File: src/rtl/draw_scheduler.sv
// Command sequencer for the shared VGA plot port. Commands are queued in a small FIFO and
// run one at a time on the fillscreen, circle or reuleaux engine; the active engine's plot is muxed out.
module draw_scheduler #(
  parameter int unsigned FIFO_DEPTH     = 4,
  parameter int unsigned TIMEOUT_CYCLES = 32768
) (
  input  logic        clk,
  input  logic        rst_n,
  input  logic        cmd_valid,
  output logic        cmd_ready,
  input  logic [1:0]  cmd_type,
  input  logic [2:0]  cmd_colour,
  input  logic [7:0]  cmd_x,
  input  logic [6:0]  cmd_y,
  input  logic [7:0]  cmd_size,
  output logic [2:0]  eng_start,
  input  logic [2:0]  eng_done,
  output logic [2:0]  eng_colour,
  output logic [7:0]  eng_centre_x,
  output logic [6:0]  eng_centre_y,
  output logic [7:0]  eng_size,
  input  logic [23:0] eng_vga_x,
  input  logic [20:0] eng_vga_y,
  input  logic [8:0]  eng_vga_colour,
  input  logic [2:0]  eng_vga_plot,
  output logic [7:0]  vga_x,
  output logic [6:0]  vga_y,
  output logic [2:0]  vga_colour,
  output logic        vga_plot,
  output logic        busy,
  output logic [7:0]  cmds_done,
  output logic        err_cmd,
  output logic        err_timeout
);

  localparam int unsigned PtrW = (FIFO_DEPTH > 1) ? $clog2(FIFO_DEPTH) : 1;
  localparam int unsigned CntW = $clog2(FIFO_DEPTH + 1);
  localparam int unsigned WdW  = (TIMEOUT_CYCLES > 1) ? $clog2(TIMEOUT_CYCLES) : 1;
  localparam logic [CntW-1:0] CntFull = CntW'(FIFO_DEPTH);
  localparam logic [WdW-1:0]  WdLast  = WdW'(TIMEOUT_CYCLES - 1);

  typedef enum logic [1:0] {StIdle, StRun, StRelease} state_e;

  typedef struct packed {
    logic [1:0] kind;
    logic [2:0] colour;
    logic [7:0] x;
    logic [6:0] y;
    logic [7:0] size;
  } cmd_t;

  cmd_t            fifo_mem [FIFO_DEPTH];
  logic [PtrW-1:0] wr_ptr_q, rd_ptr_q;
  logic [CntW-1:0] count_q;
  state_e          state_q;
  logic [2:0]      sel_oh_q;
  logic [WdW-1:0]  wdog_q;
  logic            accept, push, pop, sel_done;
  cmd_t            head;

  assign cmd_ready = (count_q != CntFull);
  assign accept    = cmd_valid & cmd_ready;
  // Illegal commands complete the handshake but never reach the queue.
  assign push      = accept & (cmd_type != 2'd3);
  assign pop       = (state_q == StIdle) & (count_q != '0);
  assign head      = fifo_mem[rd_ptr_q];
  assign sel_done  = |(eng_done & sel_oh_q);
  assign busy      = (state_q != StIdle) | (count_q != '0);

  always_ff @(posedge clk) begin
    if (push) begin
      fifo_mem[wr_ptr_q] <= '{kind: cmd_type, colour: cmd_colour, x: cmd_x, y: cmd_y,
                              size: cmd_size};
    end
  end

  always_ff @(posedge clk or negedge rst_n) begin
    if (!rst_n) begin
      wr_ptr_q <= '0;
      rd_ptr_q <= '0;
      count_q  <= '0;
    end else begin
      if (push) wr_ptr_q <= wr_ptr_q + 1'b1;
      if (pop)  rd_ptr_q <= rd_ptr_q + 1'b1;
      count_q <= count_q + CntW'(push) - CntW'(pop);
    end
  end

  always_ff @(posedge clk or negedge rst_n) begin
    if (!rst_n) begin
      state_q      <= StIdle;
      sel_oh_q     <= '0;
      eng_start    <= '0;
      eng_colour   <= '0;
      eng_centre_x <= '0;
      eng_centre_y <= '0;
      eng_size     <= '0;
      wdog_q       <= '0;
      cmds_done    <= '0;
      err_cmd      <= 1'b0;
      err_timeout  <= 1'b0;
    end else begin
      if (accept && cmd_type == 2'd3) err_cmd <= 1'b1;
      unique case (state_q)
        StIdle: begin
          if (pop) begin
            state_q      <= StRun;
            sel_oh_q     <= 3'b001 << head.kind;
            eng_start    <= 3'b001 << head.kind;
            eng_colour   <= head.colour;
            eng_centre_x <= head.x;
            eng_centre_y <= head.y;
            eng_size     <= head.size;
            wdog_q       <= '0;
          end
        end
        StRun: begin
          if (sel_done) begin
            state_q   <= StRelease;
            eng_start <= '0;
            cmds_done <= cmds_done + 8'd1;
          end else if (wdog_q == WdLast) begin
            state_q     <= StRelease;
            eng_start   <= '0;
            err_timeout <= 1'b1;
          end else begin
            wdog_q <= wdog_q + 1'b1;
          end
        end
        StRelease: begin
          if (!sel_done) state_q <= StIdle;
        end
        default: state_q <= StIdle;
      endcase
    end
  end

  always_comb begin
    vga_x      = '0;
    vga_y      = '0;
    vga_colour = '0;
    if (state_q == StRun) begin
      unique case (sel_oh_q)
        3'b001: begin
          vga_x      = eng_vga_x[7:0];
          vga_y      = eng_vga_y[6:0];
          vga_colour = eng_vga_colour[2:0];
        end
        3'b010: begin
          vga_x      = eng_vga_x[15:8];
          vga_y      = eng_vga_y[13:7];
          vga_colour = eng_vga_colour[5:3];
        end
        3'b100: begin
          vga_x      = eng_vga_x[23:16];
          vga_y      = eng_vga_y[20:14];
          vga_colour = eng_vga_colour[8:6];
        end
        default: ;
      endcase
    end
  end

  assign vga_plot = (|(eng_vga_plot & sel_oh_q)) & (state_q == StRun);

endmodule

File: config.mk
export PLATFORM = sky130hd
export DESIGN_NAME = draw_scheduler
export DESIGN_NICKNAME = d
export VERILOG_FILES = /design/src/rtl/draw_scheduler.sv
export SDC_FILE = /design/constraint.sdc
export NUM_CORES = 1
export LEC_CHECK = 0
export CAP_MARGIN = 30
export CORE_UTILIZATION = 38
export CTS_CLUSTER_DIAMETER = 200
export DETAILED_ROUTE_END_ITERATION = 10
export PLACE_DENSITY = 0.62
export SLEW_MARGIN = 10
export SYNTH_ARGS = -nofsm -noshare
export SYNTH_HDL_FRONTEND = slang
export SYNTH_SLANG_ARGS = --single-unit
File: constraint.sdc
create_clock -name clk -period 3.3 [get_ports clk]
set_input_delay 0.66 -clock clk [delete_from_list [all_inputs] [get_ports clk]]
set_output_delay 0.66 -clock clk [all_outputs]
set_load 0.05 [all_outputs]
# Yosys cells after proc, flatten, opt, wreduce, memory -nomap -nowiden
# Memory sizes are Yosys's and may differ from the RTL's.
# Cells that the tools add are included.
[totals]
reg_bits = 66
ramBits = 112
in_bits = 91
wordCells = 78
n_memories = 1
[mem_list]
columns = ["name", "words", "width", "rd", "rd_clocked_by_memory_dff", "write_ports", "line_no", "rtl"]
rows = [
  ["fifo_mem", 4, 28, 1, 0, 1, "52", "cmd_t fifo_mem [FIFO_DEPTH];"],
]
[classes]
n_addsub = 6
n_eq_ne = 14
n_shift = 1
muxes = 21
bitwise = 8
n_reduce_logical = 13
[op_table]
columns = ["cell", "n"]
rows = [
  ["$mux W15", 3],
  ["$pmux W15 S2", 1],
  ["$pmux W8 S3", 1],
  ["$pmux W7 S3", 1],
  ["$add A15 B1 Y15 const B", 1],
  ["$eq A15 B15 Y1 const B", 1],
  ["$mux W3", 4],
  ["$ne A2 B2 Y1 const B", 5],
  ["$pmux W3 S3", 1],
  ["$reduce_and A3 Y1", 3],
  ["$add A8 B1 Y8 const B", 1],
  ["$mux W2", 4],
  ["$mux W8", 1],
  ["$mux W7", 1],
  ["$and A3 B3 Y3", 2],
  ["$ne A3 B3 Y1 const B", 2],
  ["$pmux W2 S3", 1],
  ["$pmux W3 S2", 1],
  ["$reduce_or A3 Y1", 2],
  ["$add A2 B1 Y2 const B", 2],
  ["$and A1 B1 Y1", 4],
  ["$eq A2 B2 Y1 const B", 2],
  ["$reduce_and A2 Y1", 2],
  ["$reduce_and A4 Y1", 1],
  ["14 further kinds", 16],
]

# Depth between registers and ports, before layout
# Gate-level depths: netlist of the first run.
[depth]
ltp_word = 5
mapped_depth = 11
depth_no_buf = 10

# Worst setup path before layout of the first run
# Ideal clock, no wire load.
[synth_timing]
path_type = "register to output"
start = "reg sel_oh_q[1]"
end = "out vga_x[0]"
arrival_time_ns = 2.092
t_required_ns = 2.640
slack_ns = 0.548
path_stages_with_launch = 5
path_cell_list = "dfrtp_1 nor3b_1 clkbuf_1 a2bb2oi_1 nor2_1"
[synth_via]
elab_chain_cells = 3
word_cells_on_any_way = 5
cone_classes = "eq/ne (3); mux (2)"
[synth_lines]
columns = ["item", "line_no", "rtl"]
rows = [
  ["from (decl)", "56", "logic [2:0] sel_oh_q;"],
  ["from (signal assigned)", "108", "sel_oh_q <= 3'b001 << head.kind;"],
  ["$eq A3 B3 Y1, or another cell as far along", "143", "unique case (sel_oh_q)"],
  ["$pmux W8 S3 (*)", "143", ""],
  ["$mux W8 (*)", "142", "if (state_q == StRun) begin"],
  ["to (decl)", "26", "output logic [7:0] vga_x,"],
]
# Every way passes the cells marked *; elsewhere a longest branch is shown, timed or not.

# Final worst setup path of the first run
[layout_timing]
start = "reg sel_oh_q[0]"
end = "out vga_plot"
[layout_via]
elab_chain_cells = 3
[layout_lines]
columns = ["item", "line_no", "rtl"]
rows = [
  ["$and A3 B3 Y3", "164", "assign vga_plot = (|(eng_vga_plot & sel_oh_q)) & (state_q == StRun);"],
  ["$reduce_or A3 Y1", "164", ""],
  ["$and A1 B1 Y1", "164", ""],
  ["to (decl)", "29", "output logic vga_plot,"],
]
# No other way between the ends.

==> run summary, run 1 <==
final WL = 17.0 mm
Final Setup Violations = 0
ys async rst share = 37.1%
CP required = 2.64 ns
Crit Path Max Fanout = 15
worst r2r src = count_q[1]
Critical R2R Capture = count_q[2]
Pwr Density = 912 nW/um^2
Inserted Diodes = 0
syn nets = 614
filler instances = 1,616
# Post-CTS Setup Buffers = 0
met1 wire length = 7.40 mm
GRT overflow = 0
Die ar. = 20,100 um^2
P_int = 5.52 mW
RSZ-0062 raised after global routing = no
Highest Clock Rate = 348 MHz
Worst IR Drop VDD = 0.000537 V
Die W = 142 um
CTS buffer count = 17
Mapped Cells = 514
Setup crit end kind = output pin
Fin Setup TNS = 0 ns
crit path DAT = 2.21 ns
post-layout util = 53.2%
metal2 WL = 8.37 mm
top sig layer = met4
Placer Congestion = 0.803
vias per inst = 5.11
clock network power share = 20.8%
Startpoint Class = register
first-pass GRT wire length = 27.1 mm
number of global-route vias before repair = 4,949
max-slew violations = 0
Fin. Hold Viols = 0
worst clock skew = 0.0110 ns
clk sinks = 178
H-Tree Depth = 4
Psw = 3.68 mW
sequential share of power = 35.9%
#FFs+latches synth = 178
Clock transition at path regs = 0.07 ns
drt pass-1 iters = 7
Die Y = 142 um
combinational share of power = 43.4%
root buf cell = clkbuf_16
DR vias = 4,841
# resized after CTS = 0
Synth Area per Inst = 14.4 um^2
status = finished, final reports clean
Static Leak = 3.86 nW
Final min period = 2.87 ns
layout cells sized above 1 = 16.2%
Most used DFF post-synth = edfxtp_1
post-synth cell types = 48
pre-CTS setup slack = 0.451 ns
gr usage total = 18.0%
Layout area overhead = 35.8%
Clock Latency Late Sink = 0.42 ns
Net Sw Frac = 40.0%
largest net degree at the start of global routing = 67
Max Cap Viol = 0
DR WL met3 = 953 um
Final Worst Setup Slack = 0.430 ns
IO Port Bufs = 150
Post-synth EDFFs = 112
CTS tree = done
sequential element share of the synthesized area = 67.5%
# IOs = 151
initial antenna violation count = 0
Final Cycle Share = 87.0%
synthesis warning total = 0
wire per inst = 18.0 um
core area = 19,000 um^2
slew margin rel. = 46.5%
hold buffer count at cts = 0
DRC viols = 0
worst r2r path cells = 9
Initial Util = 39.2%
DRT antenna net count = 0
Slew @ Worst Pin = 0.803 ns
R2R Setup Slk = 0.89 ns
post-DP HPWL = 11.5 mm
initial drt markers = 237
worst min-delay path class = input port to async pin
Clock Tree Buf Depth = 2
Setup CP Type = register to output pin
Mapped Area = 7430 um^2
Core Rows = 50
Nets = 774
-- cells by family after synthesis --
family | synth area share [%]
flip-flops | 67.5
AND/OR/NAND/NOR | 10.2
AO/OA/AOI/OAI | 8.14
buffers and inverters | 1.99
multiplexers | 9.06
XOR/XNOR | 1.42
adder cells (fa/ha/maj) | 1.62
-- worst max path at each step --
| stage | start | slack (ns) | endpoint | cells past startpoint |
|---|---|---|---|---|
| finish | sel_oh_q[0] | 0.43 | vga_plot | 3 |
| floorplan | sel_oh_q[1] | 0.55 | vga_x[0] | 4 |
| global placement | eng_vga_plot[0] | 0.47 | vga_plot | 4 |
| CTS | sel_oh_q[0] | 0.42 | vga_plot | 3 |
| detailed placement | eng_vga_plot[0] | 0.45 | vga_plot | 4 |
| global route | sel_oh_q[0] | 0.29 | vga_plot | 3 |
-- flip-flops by register name, summed over array words and instances (netlist names) --
| register | flops |
|---|---|
| cmds_done | 8 |
| count_q | 3 |
| eng_start | 3 |
| wr_ptr_q | 2 |
| wdog_q | 15 |
| state_q | 2 |
| eng_colour | 3 |
| eng_centre_x | 8 |
| fifo_mem | 112 |
| eng_size | 8 |
| err_cmd | 1 |
| rd_ptr_q | 2 |
| sel_oh_q | 3 |
| eng_centre_y | 7 |
| err_timeout | 1 |
-- critical path, stage by stage, from the launching register on --
cell             delay, ns
dfrtp_1               0.64
a222oi_1              0.20
nor2_1                0.14
clkdlybuf4s50_1       0.82
-- final cells by class --
type	instances	area, um^2	area share, %
clock inverter	15	144	1.43
timing repair buffer	168	1860	18.4
multi-input combinational	298	2280	22.6
clock buffer	17	425	4.22
tap	260	325	3.22
sequential	178	5020	49.7
inverter	11	41.3	0.409
-- cells in the final DEF (no fill, tap or decap), types with 3 or more instances in the layout --
master,netlist,routed
a2bb2oi_1,20,20
nand2_1,90,90
and4_1,3,3
nand3_1,12,12
inv_6,0,5
buf_4,0,16
a21o_1,8,8
clkbuf_16,0,17
ha_1,8,8
nor3b_1,4,3
o211ai_1,3,3
xor2_1,3,3
nand4_1,5,5
mux4_2,28,28
a31oi_1,6,6
nor2b_1,3,3
inv_1,10,10
and3_1,6,6
edfxtp_1,112,112
inv_8,0,3
or3_1,3,3
nor2_1,22,22
a21oi_1,3,3
a22oi_1,18,18
xnor2_1,9,9
nor3_1,8,8
buf_12,0,20
and2_2,0,4
clkdlybuf4s50_1,0,131
dfrtp_1,66,65
o21ai_0,5,5
-- metrics by stage --
stage	hold WS, ns	total power, mW	std cells	instance area, um^2
5_1_grt	0.115	9.72	947	10100
4_1_cts	0.385	9.32	946	10100
2_1_floorplan	0.364	5.90	514	7430
3_3_place_gp	0.455	7.29	913	9480
6_report	0.120	9.20	947	10100
3_5_place_dp	0.459	7.38	914	9490
-- power groups by stage --
stage	Clock, mW	Sequential (mW)	Combinational (mW)
2_1_floorplan	0	3.87	2.03
3_3_place_gp	0	3.33	3.96
3_5_place_dp	0	3.36	4.02
4_1_cts	1.96	3.32	4.04
5_1_grt	2.04	3.38	4.29
6_report	1.91	3.30	3.99
-- synthesized netlist by cell type (all sizes together) (4+ instances only) --
master / count / area share, %
inv: 11 / 0.56
nand4: 5 / 0.42
a21oi: 4 / 0.32
nor2: 22 / 1.1
dfrtp: 66 / 22
nand3: 12 / 0.81
buf: 9 / 0.52
o21ai: 5 / 0.34
nand2: 91 / 4.6
and3: 6 / 0.51
a22oi: 18 / 1.8
mux4: 28 / 8.5
ha: 8 / 1.3
edfxtp: 112 / 45
a2bb2oi: 20 / 2.4
a31oi: 6 / 0.51
a21o: 8 / 0.81
xnor2: 9 / 1.1
nor3b: 4 / 0.40
nor3: 8 / 0.54
and2: 5 / 0.42
clkbuf: 18 / 0.91
-- routing by layer --
metal	up-vias	GRT usage (%)
li1	2272	-
met1	2383	22.3
met2	163	30.6
met3	23	4.52
met4	0	6.11
met5	-	0
(Power assumes the default switching activity.)
==> run 2: changes to the inputs <==
--- a/config.mk
+++ b/config.mk
@@ -9,7 +9,7 @@
 export CORE_UTILIZATION = 38
 export CTS_CLUSTER_DIAMETER = 200
 export DETAILED_ROUTE_END_ITERATION = 10
-export PLACE_DENSITY = 0.62
+export PLACE_DENSITY = 0.69
 export SLEW_MARGIN = 10
 export SYNTH_ARGS = -nofsm -noshare
 export SYNTH_HDL_FRONTEND = slang
==> run 2 against run 1 <==
  * Wire length fell by 1.3%
  * Largest cell class unchanged
  * Via count is 2.5% higher
  * First-iteration DRC count grew 27%
  * Hold slack gained 0.019 ns
==> run summary, run 2 (synthesis gave the netlist of run 1 again) <==
status = finished, final reports clean
H-Tree Depth = 4 (unchanged)
initial drt markers = 301 (+27%)
Die ar. = 20,100 um^2 (unchanged)
Final min period = 2.95 ns (+0.0805 ns)
Static Leak = 3.84 nW (-0.45%)
largest net degree at the start of global routing = 67 (unchanged)
area occupied by multi-input gates = 2270 um^2 (-0.22%)
worst r2r src = count_q[1]
Fin Setup TNS = 0 ns (unchanged)
layout cells sized above 1 = 15.3% (-0.85 points)
# Post-CTS Setup Buffers = 0 (unchanged)
fin area = 10,100 um^2 (-0.27%)
Clock Tree Buf Depth = 2 (unchanged)
Setup CP Type = register to output pin
Power Total = 9.21 mW (+0.12%)
most common cell after layout, fill and taps aside = clkdlybuf4s50_1
dpl cells = 913 (-0.11%)
GRT overflow = 0 (unchanged)
Die Y = 142 um (unchanged)
max FFs per register = 112 (unchanged)
Core Rows = 50 (unchanged)
Startpoint Class = register
DRC viols = 0 (unchanged)
Storage cell area = 5020 um^2 (unchanged)
CTS tree = done
# IOs = 151 (unchanged)
max-slew violations = 0 (unchanged)
Placer Congestion = 0.837 (+4.2%)
CP required = 2.64 ns (about the same)
Final Cycle Share = 89.4% (+2.4 points)
vias per inst = 5.24 (+2.6%)
clk sinks = 178 (unchanged)
Clock Latency Late Sink = 0.42 ns (about the same)
Top Registers = fifo_mem x112, wdog_q x15
Largest Register = fifo_mem
wire per inst = 17.8 um (-1.2%)
gr usage total = 17.7% (-0.25 points)
root buf cell = clkbuf_16
first-pass GRT wire length = 26.8 mm (-0.94%)
slew margin rel. = 57.6% (+11 points)
Layout area overhead = 35.5%
Worst IR Drop VDD = 0.000706 V (+31%)
IO Port Bufs = 150 (unchanged)
# resized after CTS = 0 (unchanged)
RSZ-0062 raised after global routing = no
Max Cap Viol = 0 (unchanged)
post-DP HPWL = 11.2 mm (-2.4%)
Slew @ Worst Pin = 0.635 ns (-0.168 ns)
DR vias = 4,960 (+2.5%)
Cell Area, Placed = 9450 um^2 (-0.40%)
Non-Filler Instances = 946 (-0.11%)
crit path DAT = 2.29 ns (+0.08 ns)
initial antenna violation count = 1 (+1)
Pwr Density = 916 nW/um^2 (+0.39%)
commonest cells after routing, fill and taps aside = clkdlybuf4s50_1, edfxtp_1, nand2_1
Final Setup Violations = 0 (unchanged)
worst r2r path cells = 10 (+1)
Initial Util = 39.2% (unchanged)
Fin. Hold Viols = 0 (unchanged)
Highest Clock Rate = 339 MHz (-2.7%)
core area = 19,000 um^2 (unchanged)
Crit Path Max Fanout = 13 (-2)
hold buffer count at cts = 0 (unchanged)
CTS buffer count = 17 (unchanged)
Nets = 773 (-0.13%)
final WL = 16.8 mm (-1.3%)
Clock transition at path regs = 0.07 ns (about the same)
number of global-route vias before repair = 5,099 (+3.0%)
filler instances = 1,585 (-1.9%)
launch point of the worst path = sel_oh_q[0]
Die W = 142 um (unchanged)
worst clock skew = 0.0103 ns (-0.000661 ns)
Setup crit end kind = output pin
Inserted Diodes = 0 (unchanged)
DRT antenna net count = 0 (unchanged)
worst min-delay path class = input port to async pin
drt pass-1 iters = 5 (-2)
run 2: cell type report:
type | instances | share of cell area (%)
repair buffers | 167 | 18.2
inverters | 11 | 0.410
multi-input cells | 298 | 22.6
clock inverters | 12 | 1.22
well taps | 260 | 3.23
clock buffers | 20 | 4.54
flip-flops and latches | 178 | 49.9
run 2: final timing paths:
check / end / slack (ns)
max in group asynchronous: rd_ptr_q[0] / 2.61
worst max-delay path: vga_x[3] / 0.35
worst min register to register: err_timeout / 0.47
worst max register to register: count_q[2] / 0.95
worst min-delay path: cmds_done[0] / 0.14
min in group clk: err_timeout / 0.47
run 2: per-layer routing:
metal | routed length (um) | vias up | global-route usage (%)
li1 | - | 2258 | -
met1 | 7070 | 2541 | 21.4
met2 | 8600 | 143 | 30.9
met3 | 960 | 16 | 4.99
met4 | 174 | 2 | 5.04
met5 | 13 | - | 0
run 2: power breakdown:
| group | switching, mW | leakage (nW) | internal [mW] |
|---|---|---|---|
| Clock | 0.857 | 0.275 | 1.10 |
| Sequential | 0.327 | 1.86 | 2.92 |
| Combinational | 2.43 | 1.71 | 1.58 |
run 2: critical path, cell delays in order (launching register included):
cell,delay [ns]
dfrtp_1,0.58
nor3b_2,0.57
buf_4,0.27
a2bb2oi_1,0.09
nor2_1,0.19
buf_12,0.17
run 2: per-stage QoR:
step                worst slack [ns]  hold slack (ns)  utilization [%]
floorplan                      0.548            0.364                -
global placement               0.459            0.445             49.8
detailed placement             0.446            0.447             49.9
CTS                            0.344            0.383             52.9
global route                   0.149            0.147             53.1
finish                         0.350            0.139             53.1
==> run 3: changes to the inputs <==
--- a/config.mk
+++ b/config.mk
@@ -6,10 +6,10 @@
 export NUM_CORES = 1
 export LEC_CHECK = 0
 export CAP_MARGIN = 30
-export CORE_UTILIZATION = 38
+export CORE_UTILIZATION = 51
 export CTS_CLUSTER_DIAMETER = 200
 export DETAILED_ROUTE_END_ITERATION = 10
-export PLACE_DENSITY = 0.69
+export PLACE_DENSITY = 0.86
 export SLEW_MARGIN = 10
 export SYNTH_ARGS = -nofsm -noshare
 export SYNTH_HDL_FRONTEND = slang
==> run 3 against run 2 <==
  * Power decreased by 1.3%
  * Hold slack got worse by 0.039 ns
  * Global-route usage increased by 5.9 points
  * Sequential share of layout area increased by 0.62 points
  * Critical path type is now input port to output pin
  * First-iteration DRC count increased by 32%
==> run summary, run 3 (synthesis gave the netlist of run 1 again) <==
layout cells sized above 1 = 14.7% (-0.60 points)
sequential share of power = 35.5% (+0.2 points)
gr usage total = 23.7% (+5.9 points)
number of global-route vias before repair = 5,152 (+1.0%)
Setup CP Type = input port to output pin
max-slew violations = 0 (unchanged)
initial drt markers = 396 (+32%)
Critical R2R Capture = count_q[2]
post-DP HPWL = 11.0 mm (-2.2%)
Clock Latency Late Sink = 0.42 ns (about the same)
worst r2r src = count_q[1]
Clock transition at path regs = 0.07 ns (about the same)
worst min-delay path class = input port to async pin
# resized after CTS = 0 (unchanged)
Max Cap Viol = 0 (unchanged)
status = finished, final reports clean
GRT overflow = 0 (unchanged)
Max stage delay on crit path = 0.71 ns (+0.13 ns)
Slew @ Worst Pin = 0.748 ns (+0.113 ns)
RSZ-0062 raised after global routing = no
area occupied by multi-input gates = 2270 um^2 (unchanged)
Inserted Diodes = 0 (unchanged)
Crit Path Max Fanout = 1 (-12)
Storage cell area = 5020 um^2 (unchanged)
Critical Path End = vga_plot
GR Util met2 = 41.2% (+10 points)
Setup crit end kind = output pin
hold buffer count at cts = 0 (unchanged)
drt pass-1 iters = 5 (unchanged)
Final min period = 2.86 ns (-0.0903 ns)
Final Worst Setup Slack = 0.440 ns (+0.0903 ns)
Layout area overhead = 33.8%
R2R Setup Slk = 1.02 ns (+0.07 ns)
H-Tree Depth = 4 (unchanged)
root buf cell = clkbuf_16
vias per inst = 5.77 (+10%)
CP dominant cell by count = clkdlybuf4s50_1
core area = 14,000 um^2 (-26%)
# IOs = 151 (unchanged)
M3 GR Usage = 6.41% (+1.4 points)
DRC viols = 0 (unchanged)
DRT antenna net count = 0 (unchanged)
Placer Congestion = 0.820 (-1.9%)
max FFs per register = 112 (unchanged)
largest net degree at the start of global routing = 67 (unchanged)
Core Rows = 43 (-14%)
Highest Clock Rate = 350 MHz (+3.2%)
Pwr Density = 915 nW/um^2 (about the same)
Startpoint Class = input port
Initial Util = 52.9% (+14 points)
Clock Tree Buf Depth = 2 (unchanged)
clock network power share = 19.6% (-1.6 points)
Static Leak = 3.83 nW (-0.21%)
most common cell after layout, fill and taps aside = clkdlybuf4s50_1
IO Port Bufs = 150 (unchanged)
Nets = 774 (+0.13%)
final WL = 16.7 mm (-0.47%)
Worst IR Drop VDD = 0.000851 V (+21%)
Die Y = 123 um (-13%)
pre-CTS setup slack = 0.448 ns (+0.00197 ns)
DR vias = 5,002 (+0.85%)
Final Cycle Share = 86.7% (-2.7 points)
Net Sw Frac = 39.5% (+0.31 points)
slowest stage cell, crit path = clkdlybuf4s50_1
Psw = 3.59 mW (-0.48%)
initial antenna violation count = 0 (-1)
Top Registers = fifo_mem x112, wdog_q x15
CP required = 2.64 ns (about the same)
grt peak-use layer = met2
Final Setup Violations = 0 (unchanged)
cell chain of the critical path = clkdlybuf4s50_1, a222oi_1, nor2_1, clkdlybuf4s50_1
Largest Register = fifo_mem
first-pass GRT wire length = 26.2 mm (-2.2%)
filler instances = 897 (-43%)
slew margin rel. = 50.1% (-7.5 points)
Fin Setup TNS = 0 ns (unchanged)
wire per inst = 19.3 um (+8.6%)
combinational share of power = 44.8% (+1.3 points)
# Post-CTS Setup Buffers = 0 (unchanged)
crit path DAT = 2.20 ns (-0.09 ns)
CTS tree = done
clk sinks = 178 (unchanged)
launch point of the worst path = eng_vga_plot[0]
commonest cells after routing, fill and taps aside = clkdlybuf4s50_1, edfxtp_1, nand2_1
worst r2r path cells = 10 (unchanged)
CTS buffer count = 17 (unchanged)
P_int = 5.50 mW (-1.8%)
Die W = 123 um (-13%)
Fin. Hold Viols = 0 (unchanged)
Die ar. = 15,000 um^2 (-25%)
global routing met1 resource utilization = 28.4% (+6.9 points)
worst clock skew = 0.0122 ns (+0.00189 ns)
[run 3: cell types whose count changed in the layout (fill, tap and decap cells not counted), sizes merged]
cell and delta:
clkinv +4, clkinvlp -3, buf +1, bufinv -1, clkbuf +1, inv -1
[run 3: worst min path at each step]
| stage | cells after the start | to | startpoint | slack (ns) |
|---|---|---|---|---|
| 2_1_floorplan | 0 | cmds_done[0] | rst_n | 0.36 |
| 3_3_place_gp | 1 | err_timeout | err_timeout | 0.45 |
| 3_5_place_dp | 1 | err_timeout | err_timeout | 0.46 |
| 4_1_cts | 1 | cmds_done[0] | rst_n | 0.38 |
| 5_1_grt | 1 | cmds_done[2] | rst_n | 0.09 |
| 6_report | 1 | eng_centre_x[7] | rst_n | 0.1 |
[run 3: cell type report]
cell class | instances | area share (%)
tap | 180 | 2.27
inverter | 11 | 0.416
clock buffer | 21 | 4.43
timing repair buffer | 168 | 18.7
sequential | 178 | 50.5
multi-input combinational | 298 | 22.9
clock inverter | 11 | 0.806
[run 3: power groups by stage]
stage	combinational (mW)	sequential, mW	clock, mW
after CTS	4.10	3.23	1.83
after floorplan	2.03	3.87	0
after global routing	4.37	3.28	1.92
final	4.08	3.23	1.79
after detailed placement	4.08	3.27	0
after global placement	3.97	3.23	0
[run 3: layer usage]
metal  share of wire (%)  up-vias
met3                 7.5       21
met1                  39     2503
li1                    -     2264
met2                  52      214
met5                   0        -
met4                 1.6        0
[run 3: per-stage QoR]
| stage | power (mW) | cell area [um^2] | hold WS [ns] | instances | utilization [%] |
|---|---|---|---|---|---|
| floorplan | 5.90 | 7430 | 0.364 | 514 | - |
| global placement | 7.20 | 9380 | 0.452 | 833 | 66.8 |
| detailed placement | 7.35 | 9390 | 0.456 | 834 | 66.9 |
| CTS | 9.17 | 9910 | 0.377 | 866 | 70.6 |
| global route | 9.58 | 9940 | 0.0911 | 867 | 70.8 |
| finish | 9.09 | 9940 | 0.0999 | 867 | 70.8 |
[run 3: critical path: cells and delay by family]
| kind | cells | cell delay [ns] |
|---|---|---|
| AO/OA/AOI/OAI | 1 | 0.35 |
| AND/OR/NAND/NOR | 1 | 0.08 |
| buffers and inverters | 2 | 1.11 |
